`config.mk`:
```
export PLATFORM = sky130hd
export DESIGN_NAME = hamming_tx_ctrl
export DESIGN_NICKNAME = d
export VERILOG_FILES = /design/src/rtl/hamming_tx_ctrl.sv
export SDC_FILE = /design/constraint.sdc
export NUM_CORES = 1
export LEC_CHECK = 0
export ABC_CLOCK_PERIOD_IN_PS = 6190
export CAP_MARGIN = 20
export CORE_UTILIZATION = 50
export DETAILED_ROUTE_END_ITERATION = 7
export DONT_BUFFER_PORTS = 1
export SYNTH_ARGS = -nofsm -noshare
export SYNTH_HDL_FRONTEND = slang
export SYNTH_SLANG_ARGS = --single-unit
```
`constraint.sdc`:
```
create_clock -name clk -period 6.19 [get_ports clk]
set_clock_uncertainty 0.15 [all_clocks]
set_input_delay 0.9285 -clock clk [delete_from_list [all_inputs] [get_ports clk]]
set_output_delay 0.9285 -clock clk [all_outputs]
set_load 0.02 [all_outputs]
```
`src/rtl/hamming_tx_ctrl.sv`:
```
// Hamming(12,8) serial transmit controller: byte handshake, AddParity encode, start/data/stop framing.
// Optional build macro HAMMING_ERR_INJECT_EN adds err_inject/err_pos for deliberate single-bit corruption.

module add_parity (
    input  logic [1:8]  data_in,
    output logic [1:12] code_out
);
    // Parity bits sit at the power-of-two positions; data fills the rest in order.
    assign code_out[3]  = data_in[1];
    assign code_out[5]  = data_in[2];
    assign code_out[6]  = data_in[3];
    assign code_out[7]  = data_in[4];
    assign code_out[9]  = data_in[5];
    assign code_out[10] = data_in[6];
    assign code_out[11] = data_in[7];
    assign code_out[12] = data_in[8];
    assign code_out[1]  = data_in[1] ^ data_in[2] ^ data_in[4] ^ data_in[5] ^ data_in[7];
    assign code_out[2]  = data_in[1] ^ data_in[3] ^ data_in[4] ^ data_in[6] ^ data_in[7];
    assign code_out[4]  = data_in[2] ^ data_in[3] ^ data_in[4] ^ data_in[8];
    assign code_out[8]  = data_in[5] ^ data_in[6] ^ data_in[7] ^ data_in[8];
endmodule

module hamming_tx_ctrl #(
    parameter int BIT_CYCLES = 1,
    parameter int STOP_BITS  = 1
) (
    input  logic       clk,
    input  logic       rst,
    input  logic       in_valid,
    output logic       in_ready,
    input  logic [1:8] in_data,
`ifdef HAMMING_ERR_INJECT_EN
    input  logic       err_inject,
    input  logic [3:0] err_pos,
`endif
    output logic       tx_out,
    output logic       tx_busy,
    output logic       done
);
    localparam int CW = (BIT_CYCLES > 1) ? $clog2(BIT_CYCLES) : 1;
    localparam int SW = $clog2(STOP_BITS + 1);
    localparam logic [CW-1:0] CYC_LAST  = CW'(BIT_CYCLES - 1);
    localparam logic [SW-1:0] STOP_LAST = SW'(STOP_BITS);

    typedef enum logic [2:0] {
        IDLE  = 3'd0,
        LOAD  = 3'd1,
        START = 3'd2,
        DATA  = 3'd3,
        STOP  = 3'd4
    } state_t;

    state_t        state_q, state_d;
    logic [1:8]    data_q, data_d;
    logic [1:12]   codeword_q, codeword_d;
    logic [CW-1:0] cyc_q, cyc_d;
    logic [3:0]    bit_q, bit_d;
    logic [SW-1:0] stop_q, stop_d;
    logic          tx_out_q, tx_out_d;
    logic          tx_busy_q, tx_busy_d;
    logic          done_q, done_d;
    logic [1:12]   enc_code;
    logic [1:12]   flip_mask;
    logic          accept;
    logic          cyc_wrap;

    add_parity u_add_parity (
        .data_in  (data_q),
        .code_out (enc_code)
    );

`ifdef HAMMING_ERR_INJECT_EN
    logic       err_inject_q, err_inject_d;
    logic [3:0] err_pos_q, err_pos_d;

    always_comb begin
        err_inject_d = err_inject_q;
        err_pos_d    = err_pos_q;
        if (accept) begin
            err_inject_d = err_inject;
            err_pos_d    = err_pos;
        end
    end

    always_ff @(posedge clk) begin
        if (rst) begin
            err_inject_q <= 1'b0;
            err_pos_q    <= 4'd0;
        end else begin
            err_inject_q <= err_inject_d;
            err_pos_q    <= err_pos_d;
        end
    end

    // Positions outside 1..12 match no mask bit, so they leave the codeword intact.
    for (genvar gi = 1; gi <= 12; gi++) begin : g_flip
        assign flip_mask[gi] = err_inject_q && (err_pos_q == 4'(gi));
    end
`else
    assign flip_mask = '0;
`endif

    assign in_ready = (state_q == IDLE);
    assign accept   = in_valid && in_ready;
    assign cyc_wrap = (cyc_q == CYC_LAST);

    always_comb begin
        state_d    = state_q;
        data_d     = data_q;
        codeword_d = codeword_q;
        cyc_d      = cyc_q;
        bit_d      = bit_q;
        stop_d     = stop_q;

        case (state_q)
            IDLE: begin
                if (accept) begin
                    data_d  = in_data;
                    state_d = LOAD;
                end
            end
            LOAD: begin
                codeword_d = enc_code ^ flip_mask;
                cyc_d      = '0;
                state_d    = START;
            end
            START: begin
                if (cyc_wrap) begin
                    cyc_d   = '0;
                    bit_d   = 4'd1;
                    state_d = DATA;
                end else begin
                    cyc_d = cyc_q + 1'b1;
                end
            end
            DATA: begin
                if (cyc_wrap) begin
                    cyc_d = '0;
                    if (bit_q == 4'd12) begin
                        stop_d  = SW'(1);
                        state_d = STOP;
                    end else begin
                        bit_d = bit_q + 4'd1;
                    end
                end else begin
                    cyc_d = cyc_q + 1'b1;
                end
            end
            STOP: begin
                if (cyc_wrap) begin
                    cyc_d = '0;
                    if (stop_q == STOP_LAST) begin
                        state_d = IDLE;
                    end else begin
                        stop_d = stop_q + 1'b1;
                    end
                end else begin
                    cyc_d = cyc_q + 1'b1;
                end
            end
            default: state_d = IDLE;
        endcase
    end

    // Outputs are decoded from the next state so the registered line matches the state it enters.
    always_comb begin
        tx_out_d  = 1'b1;
        tx_busy_d = (state_d != IDLE);
        done_d    = (state_d == STOP) && (stop_d == STOP_LAST) && (cyc_d == CYC_LAST);
        case (state_d)
            START:   tx_out_d = 1'b0;
            DATA:    tx_out_d = codeword_q[bit_d];
            default: tx_out_d = 1'b1;
        endcase
    end

    always_ff @(posedge clk) begin
        if (rst) begin
            state_q    <= IDLE;
            data_q     <= '0;
            codeword_q <= '0;
            cyc_q      <= '0;
            bit_q      <= 4'd0;
            stop_q     <= '0;
            tx_out_q   <= 1'b1;
            tx_busy_q  <= 1'b0;
            done_q     <= 1'b0;
        end else begin
            state_q    <= state_d;
            data_q     <= data_d;
            codeword_q <= codeword_d;
            cyc_q      <= cyc_d;
            bit_q      <= bit_d;
            stop_q     <= stop_d;
            tx_out_q   <= tx_out_d;
            tx_busy_q  <= tx_busy_d;
            done_q     <= done_d;
        end
    end

    assign tx_out  = tx_out_q;
    assign tx_busy = tx_busy_q;
    assign done    = done_q;

endmodule

```
==> results of run 1 <==
## report_power, final
group	switching, W	internal, W
Combinational	0.0000340	0.0000274
Clock	0.0000667	0.0000560
Sequential	0.0000136	0.000217
## routing by layer
layer  vias up  track usage, %  part of all wire (%)
met2        19           36.05                    49
met5         -               0                     0
met3         7           7.256                   4.3
li1        642               -                     -
met1       550           26.67                    45
met4         0           9.756                   2.2
## worst paths after layout
path                                                   end  slack (ns)  depth (start not counted)
worst min-delay path            codeword_q[1]$_SDFFE_PP0P_        0.30                          2
worst max register to register           tx_out$_SDFF_PP1_        3.77                          6
worst min register to register  codeword_q[1]$_SDFFE_PP0P_        0.30                          2
worst max-delay path                              in_ready        3.64                          1
## synth_stat cells, types with 2 or more instances
cell type / n / area share [%]
sky130_fd_sc_hd__nand3_1: 3 / 0.97
sky130_fd_sc_hd__or4b_1: 2 / 1.3
sky130_fd_sc_hd__o211ai_1: 3 / 1.5
sky130_fd_sc_hd__o21ai_0: 4 / 1.3
sky130_fd_sc_hd__nor2_1: 7 / 1.7
sky130_fd_sc_hd__ha_1: 2 / 1.6
sky130_fd_sc_hd__dfxtp_1: 32 / 41
sky130_fd_sc_hd__nor2b_1: 3 / 1.2
sky130_fd_sc_hd__xor2_1: 3 / 1.7
sky130_fd_sc_hd__inv_1: 7 / 1.7
sky130_fd_sc_hd__a211oi_1: 2 / 0.97
sky130_fd_sc_hd__xnor2_1: 10 / 5.7
sky130_fd_sc_hd__or3b_2: 2 / 1.1
sky130_fd_sc_hd__nor3_1: 4 / 1.3
sky130_fd_sc_hd__and2_1: 2 / 0.81
sky130_fd_sc_hd__clkbuf_1: 8 / 1.9
sky130_fd_sc_hd__a31oi_1: 3 / 1.2
sky130_fd_sc_hd__nand2b_1: 3 / 1.2
sky130_fd_sc_hd__mux2i_1: 3 / 1.9
sky130_fd_sc_hd__nand2_1: 42 / 10
sky130_fd_sc_hd__a21oi_1: 23 / 7.4
## per-stage QoR
stage / instances / util (%)
2_1_floorplan: 187 / -
3_3_place_gp: 210 / 54.34
3_5_place_dp: 210 / 54.34
4_1_cts: 218 / 56.40
5_1_grt: 218 / 56.40
6_report: 218 / 56.40
## area by class of cell
cell class | count | area, sq um
multi-input cells | 139 | 837.1
well taps | 31 | 38.79
inverters | 7 | 26.28
fillers | 279 | 1244
flip-flops and latches | 32 | 640.6
repair buffers | 1 | 7.507
clock buffers | 8 | 58.81
## layout by cell type, fill, tap and decap left out, types with 2 or more instances in the layout
cell | netlist | final
sky130_fd_sc_hd__a211oi_1 | 2 | 2
sky130_fd_sc_hd__a21oi_1 | 23 | 23
sky130_fd_sc_hd__a31oi_1 | 3 | 3
sky130_fd_sc_hd__and2_1 | 2 | 2
sky130_fd_sc_hd__clkbuf_1 | 8 | 2
sky130_fd_sc_hd__clkbuf_4 | 0 | 5
sky130_fd_sc_hd__dfxtp_1 | 32 | 32
sky130_fd_sc_hd__ha_1 | 2 | 2
sky130_fd_sc_hd__inv_1 | 7 | 7
sky130_fd_sc_hd__mux2i_1 | 3 | 3
sky130_fd_sc_hd__nand2_1 | 42 | 42
sky130_fd_sc_hd__nand2b_1 | 3 | 3
sky130_fd_sc_hd__nand3_1 | 3 | 3
sky130_fd_sc_hd__nor2_1 | 7 | 7
sky130_fd_sc_hd__nor2b_1 | 3 | 3
sky130_fd_sc_hd__nor3_1 | 4 | 4
sky130_fd_sc_hd__o211ai_1 | 3 | 3
sky130_fd_sc_hd__o21ai_0 | 4 | 4
sky130_fd_sc_hd__or3b_2 | 2 | 2
sky130_fd_sc_hd__or4b_1 | 2 | 2
sky130_fd_sc_hd__xnor2_1 | 10 | 10
sky130_fd_sc_hd__xor2_1 | 3 | 3
## registers in the layout, indices dropped and copies added, names as in the netlist
name / flops
stop_q: 1
done: 1
tx_out: 1
state_q: 3
tx_busy: 1
bit_q: 4
cyc_q: 1
data_q: 8
codeword_q: 12
## cells by family after synthesis
group                      count (synthesis)  synth area share (%)
and+or+nand+nor                           76                 24.54
AOI/OAI and AO/OA                         43                 17.00
adders and majority gates                  2                 1.619
muxes                                      5                 3.643
xor gates and xnor gates                  13                 7.368
DFF                                       32                 41.46
buffers and inverters                     16                 4.373
==> run_results.csv, run 1 <==
group,metric,value,unit
outcome,status,"finished, final reports clean",
synth,yosysUniqueCellTypes,40,
placed_design,post-dp-hpwl,2271,microns
cts,cts_tree,"yes",
grt,grt_pass1_vias,1217,
cts,cts.sinks,32,
cts,cts-resized-gates,0,
cts,cts-hold-fix-buffers,0,
power_and_ir_drop,leakagePower,0.5725,nW
synth,syn_area_per_cell,8.263,sq um
sta,setup-tns-final,0,ns
grt,initial_antenna_violation_count,0,
power_and_ir_drop,power_density,257.7,nW/um^2
cts,post-cts-setup-buffers,0,
power_and_ir_drop,total_power,0.0004147,W
sta,final_slew_violations,0,
critical_path,crit_chain,"nor3_1",
placed_design,placement.cell_area,1550,sq um
cts,cts_htree_levels,2,
routing,drc,0,
cts,cts_buffer_depth,2,
cells_and_area,final_instance_area,1609,sq um
critical_path,timing.critical_path.required,5.11,ns
critical_path,cp-start-kind,"flop",
routing,vias,1218,
cells_and_area,area_delta_synth_final,4.129,%
critical_path,reg2reg_from,"state_q[1]$_SDFF_PP0_",
grt,pin_count_of_the_biggest_net_entering_global_routing,30,
sta,max_freq,392.7,MHz
cells_and_area,finalNetCount,199,
synth,async_reset_ff_share,0,%
routing,average_via_count_per_standard_cell,5.587,
routing,drt_first_pass_iters,4,
routing,average_routed_wire_per_standard_cell,13.96,microns
floorplanning,floorplan.io_pins,15,
floorplanning,die_w,57.59,microns
floorplanning,fp.dieArea,3317,sq um
placed_design,place_congestion,0.7516,
min_path,holdCritStartpoint,"codeword_q[1]$_SDFFE_PP0P_",
power_and_ir_drop,vdd_ir_drop_max,0.1701,mV
sta,worst_path_setup_slack_after_routing,3.644,ns
critical_path,critPathTopFamily,"simple AND/OR/NAND/NOR gates",
grt,total_routing_resource_utilization_after_global_routing,22.16,%
cts,clkLatencyLatePin,0.33,ns
floorplanning,chipHeight,57.59,microns
cts,root_buffer,"sky130_fd_sc_hd__clkbuf_4",
synth,yosys_warnings,0,
cts,clkSlewWorstSetupHoldPaths,0.09,ns
flow_run,max_cap_violations,0,
routing,post_detailed_route_count_of_antenna_violating_nets,0,
grt,grt_pass1_wl,5513,microns
critical_path,cp_slowest_stage_delay,0.71,ns
sta,period_minus_slack,2.546,ns
critical_path,critPathKind,"flop to output port",
grt,grt.overflow.total,0,
critical_path,cp_max_fo,12,
synth,cell_area_synth,1545,sq um
sta,hold_fails_final_rpt,0,
placed_design,dp_worst_setup_slack,3.812,ns
synth,number_of_enable_flip_flop_cells_after_synthesis,0,
sta,unrepaired_setup_endpoints_after_global_routing,"no",
sta,timing_worst_slew_pin_value,0.8182,ns
sta,min_period_over_period,41.14,%
cts,tritoncts.num_buffers,5,
critical_path,timing.critical_path.arrival,1.47,ns
placed_design,io_buffers,0,
sta,timing.slew.headroom,45.04,%
critical_path,worst_setup_path_startpoint,"state_q[0]$_SDFF_PP0_",
min_path,min_path_type,"flop to flop",
critical_path,critPathCaptureType,"output port",
routing,detailedRoute.firstIterationViolations,58,
cells_and_area,layout-drive-gt1-share,8.556,%
synth,postSynthRegisterBits,32,
synth,sequential_element_share_of_the_synthesized_area,41.46,%
sta,timing.final.setup_violations,0,
routing,wl,3043,microns
critical_path,critical_path.slowest_cell,"sky130_fd_sc_hd__nor3_1",
synth,ys_dominant_reg_cell,"sky130_fd_sc_hd__dfxtp_1",
floorplanning,initial_core_util,54.17,%
floorplanning,floorplan.rows,19,
floorplanning,floorplan.core_area,2853,sq um
cells_and_area,diodes,0,
synth,synth.net_count,200,
synth,postSynthCellCount,187,
critical_path,path_buf_inv,0,
sta,timing.hold.ws,0.2970,ns
Note: power is estimated with default switching activity, not from simulation.
==> run 2, diff against run 1 <==
ABC_CLOCK_PERIOD_IN_PS = 2600   (was 6190)
clock period = 2.6 ns   (was 6.19 ns; I/O delays follow)
==> run 2 against run 1 <==
Net effect: worst setup slack worse by 3.4 ns; sequential share of layout area down 0.61 points; cell area is 1.6% higher; core utilization grew 0.88 points; critical endpoint is now tx_out$_SDFF_PP1_; clock-buffer cell count unchanged.
==> run_results.csv, run 2 (synthesis results as in run 1) <==
group,metric,value,unit
cells_and_area,diodes,0,
cells_and_area,finalNetCount,202,
grt,total_routing_resource_utilization_after_global_routing,21.15,%
cts,cts_tree,"yes",
placed_design,io_buffers,0,
sta,timing.slew.headroom,31.21,%
power_and_ir_drop,pwr-share-seq,54.6,%
cts,cts_buffer_depth,2,
power_and_ir_drop,power_density,616.0,nW/um^2
sta,min_period_over_period,91.36,%
grt,grt.overflow.total,0,
placed_design,place_congestion,0.7500,
critical_path,cp-start-kind,"flop",
placed_design,post-dp-hpwl,2238,microns
cells_and_area,top_register,"codeword_q",
routing,drt_first_pass_iters,4,
cts,cts-hold-fix-buffers,1,
sta,setup-tns-final,0,ns
routing,average_routed_wire_per_standard_cell,14.00,microns
power_and_ir_drop,power.share.switching,28.55,%
routing,post_detailed_route_count_of_antenna_violating_nets,0,
cells_and_area,mostFrequentLayoutCell,"sky130_fd_sc_hd__nand2_1",
power_and_ir_drop,total_power,0.001007,W
cells_and_area,top_regs,"codeword_q x12, data_q x8, bit_q x4",
cells_and_area,layout-drive-gt1-share,9.474,%
cts,tritoncts.num_buffers,5,
cts,post-cts-setup-buffers,0,
floorplanning,initial_core_util,54.17,%
cells_and_area,most-common-layout-cells,"sky130_fd_sc_hd__nand2_1, sky130_fd_sc_hd__dfxtp_1, sky130_fd_sc_hd__a21oi_1",
critical_path,worst_setup_path_startpoint,"state_q[1]$_SDFF_PP0_",
power_and_ir_drop,internal_power,0.0007191,W
sta,max_freq,421.0,MHz
critical_path,reg2reg_from,"state_q[1]$_SDFF_PP0_",
sta,unrepaired_setup_endpoints_after_global_routing,"no",
critical_path,critPathKind,"flop to flop",
critical_path,worst_path_most_repeated_cell,"sky130_fd_sc_hd__a31oi_1",
power_and_ir_drop,clockPowerShare,29.9,%
floorplanning,chipHeight,57.59,microns
critical_path,timing.critical_path.required,2.72,ns
critical_path,critical_path.slowest_cell,"sky130_fd_sc_hd__or4b_1",
routing,detailedRoute.firstIterationViolations,30,
min_path,min_path_type,"primary input to flop",
routing,vias,1241,
power_and_ir_drop,vdd_ir_drop_max,0.3966,mV
grt,initial_antenna_violation_count,0,
power_and_ir_drop,p_comb_share,15.5,%
placed_design,placedCellCount,212,
cts,clkLatencyLatePin,0.33,ns
grt,grt_pass1_vias,1201,
power_and_ir_drop,power.switching,0.0002874,W
critical_path,cp_max_fo,10,
min_path,holdCritStartpoint,"in_data[6]",
floorplanning,die_w,57.59,microns
cts,cts-resized-gates,0,
sta,hold_fails_final_rpt,0,
floorplanning,floorplan.core_area,2853,sq um
grt,pin_count_of_the_biggest_net_entering_global_routing,28,
critical_path,critPathCaptureType,"flop",
cts,cts_htree_levels,2,
cts,cts.sinks,32,
grt,grt_pass1_wl,5271,microns
critical_path,timing.critical_path.arrival,2.50,ns
critical_path,crit_chain,"nor3b_4 -> mux2_4 -> or4b_1 -> a31oi_1 -> a31oi_1 -> o211ai_2",
floorplanning,floorplan.rows,19,
sta,timing_worst_slew_pin_value,1.028,ns
cells_and_area,largest_register_ffs,12,
sta,final_slew_violations,0,
cells_and_area,fin_cells,221,
cts,root_buffer,"sky130_fd_sc_hd__clkbuf_4",
floorplanning,fp.dieArea,3317,sq um
flow_run,max_cap_violations,0,
floorplanning,floorplan.io_pins,15,
routing,drc,0,
power_and_ir_drop,leakagePower,0.5867,nW
routing,average_via_count_per_standard_cell,5.615,
outcome,status,"finished, final reports clean",
routing,wl,3093,microns
critical_path,cp_slowest_stage_delay,0.53,ns
cts,clkSlewWorstSetupHoldPaths,0.10,ns
cells_and_area,area_delta_synth_final,5.749,%
sta,timing.final.setup_violations,0,
sta,period_minus_slack,2.375,ns
-- run 2: power by group through the flow --
| stage | combinational, W | clock, W | sequential [W] |
|---|---|---|---|
| after floorplan | 0.000139 | 0 | 0.000548 |
| after global placement | 0.000146 | 0 | 0.000560 |
| after detailed placement | 0.000149 | 0 | 0.000561 |
| after CTS | 0.000158 | 0.000309 | 0.000550 |
| after global routing | 0.000174 | 0.000332 | 0.000554 |
| final | 0.000156 | 0.000301 | 0.000549 |
-- run 2: final timing paths --
check	to	slack (ns)	cells after the start
hold reg to reg	codeword_q[11]$_SDFFE_PP0P_	0.31	2
setup reg to reg	tx_out$_SDFF_PP1_	0.22	6
hold / removal	data_q[6]$_SDFFE_PP0P_	0.03	2
setup / recovery	tx_out$_SDFF_PP1_	0.22	6
-- run 2: through the flow --
| stage | cell area (sq um) | util, % | hold slack (ns) | setup slack (ns) |
|---|---|---|---|---|
| floorplan | 1545 | - | 0.2769 | 0.4327 |
| global placement | 1565 | 54.87 | 0.2864 | 0.3478 |
| detailed placement | 1565 | 54.87 | 0.2964 | 0.2623 |
| CTS | 1634 | 57.28 | 0.01958 | 0.2301 |
| global route | 1634 | 57.28 | 0.01497 | 0.08691 |
| finish | 1634 | 57.28 | 0.03333 | 0.2245 |
-- run 2: routing by layer --
layer,routed length (microns),share of wire [%],up-vias,track usage (%)
met5,0,0,-,0
met4,38,1.2,0,9.059
met3,106,3.4,6,7.256
met2,1525,49,13,35.55
met1,1424,46,577,24.36
li1,-,-,645,-
-- run 2: critical path, delay by kind of cell (launching register included) --
family / cells / cell delay [ns]
AND/OR/NAND/NOR: 2 / 0.91
flip-flops: 1 / 0.48
AO/OA/AOI/OAI: 3 / 0.40
multiplexers: 1 / 0.38
-- run 2: final cells by class --
class,instances,area (sq um)
fill,282,1219
tap,31,38.79
multi-input combinational,139,837.1
sequential,32,640.6
timing repair buffer,4,32.53
inverter,7,26.28
clock buffer,8,58.81
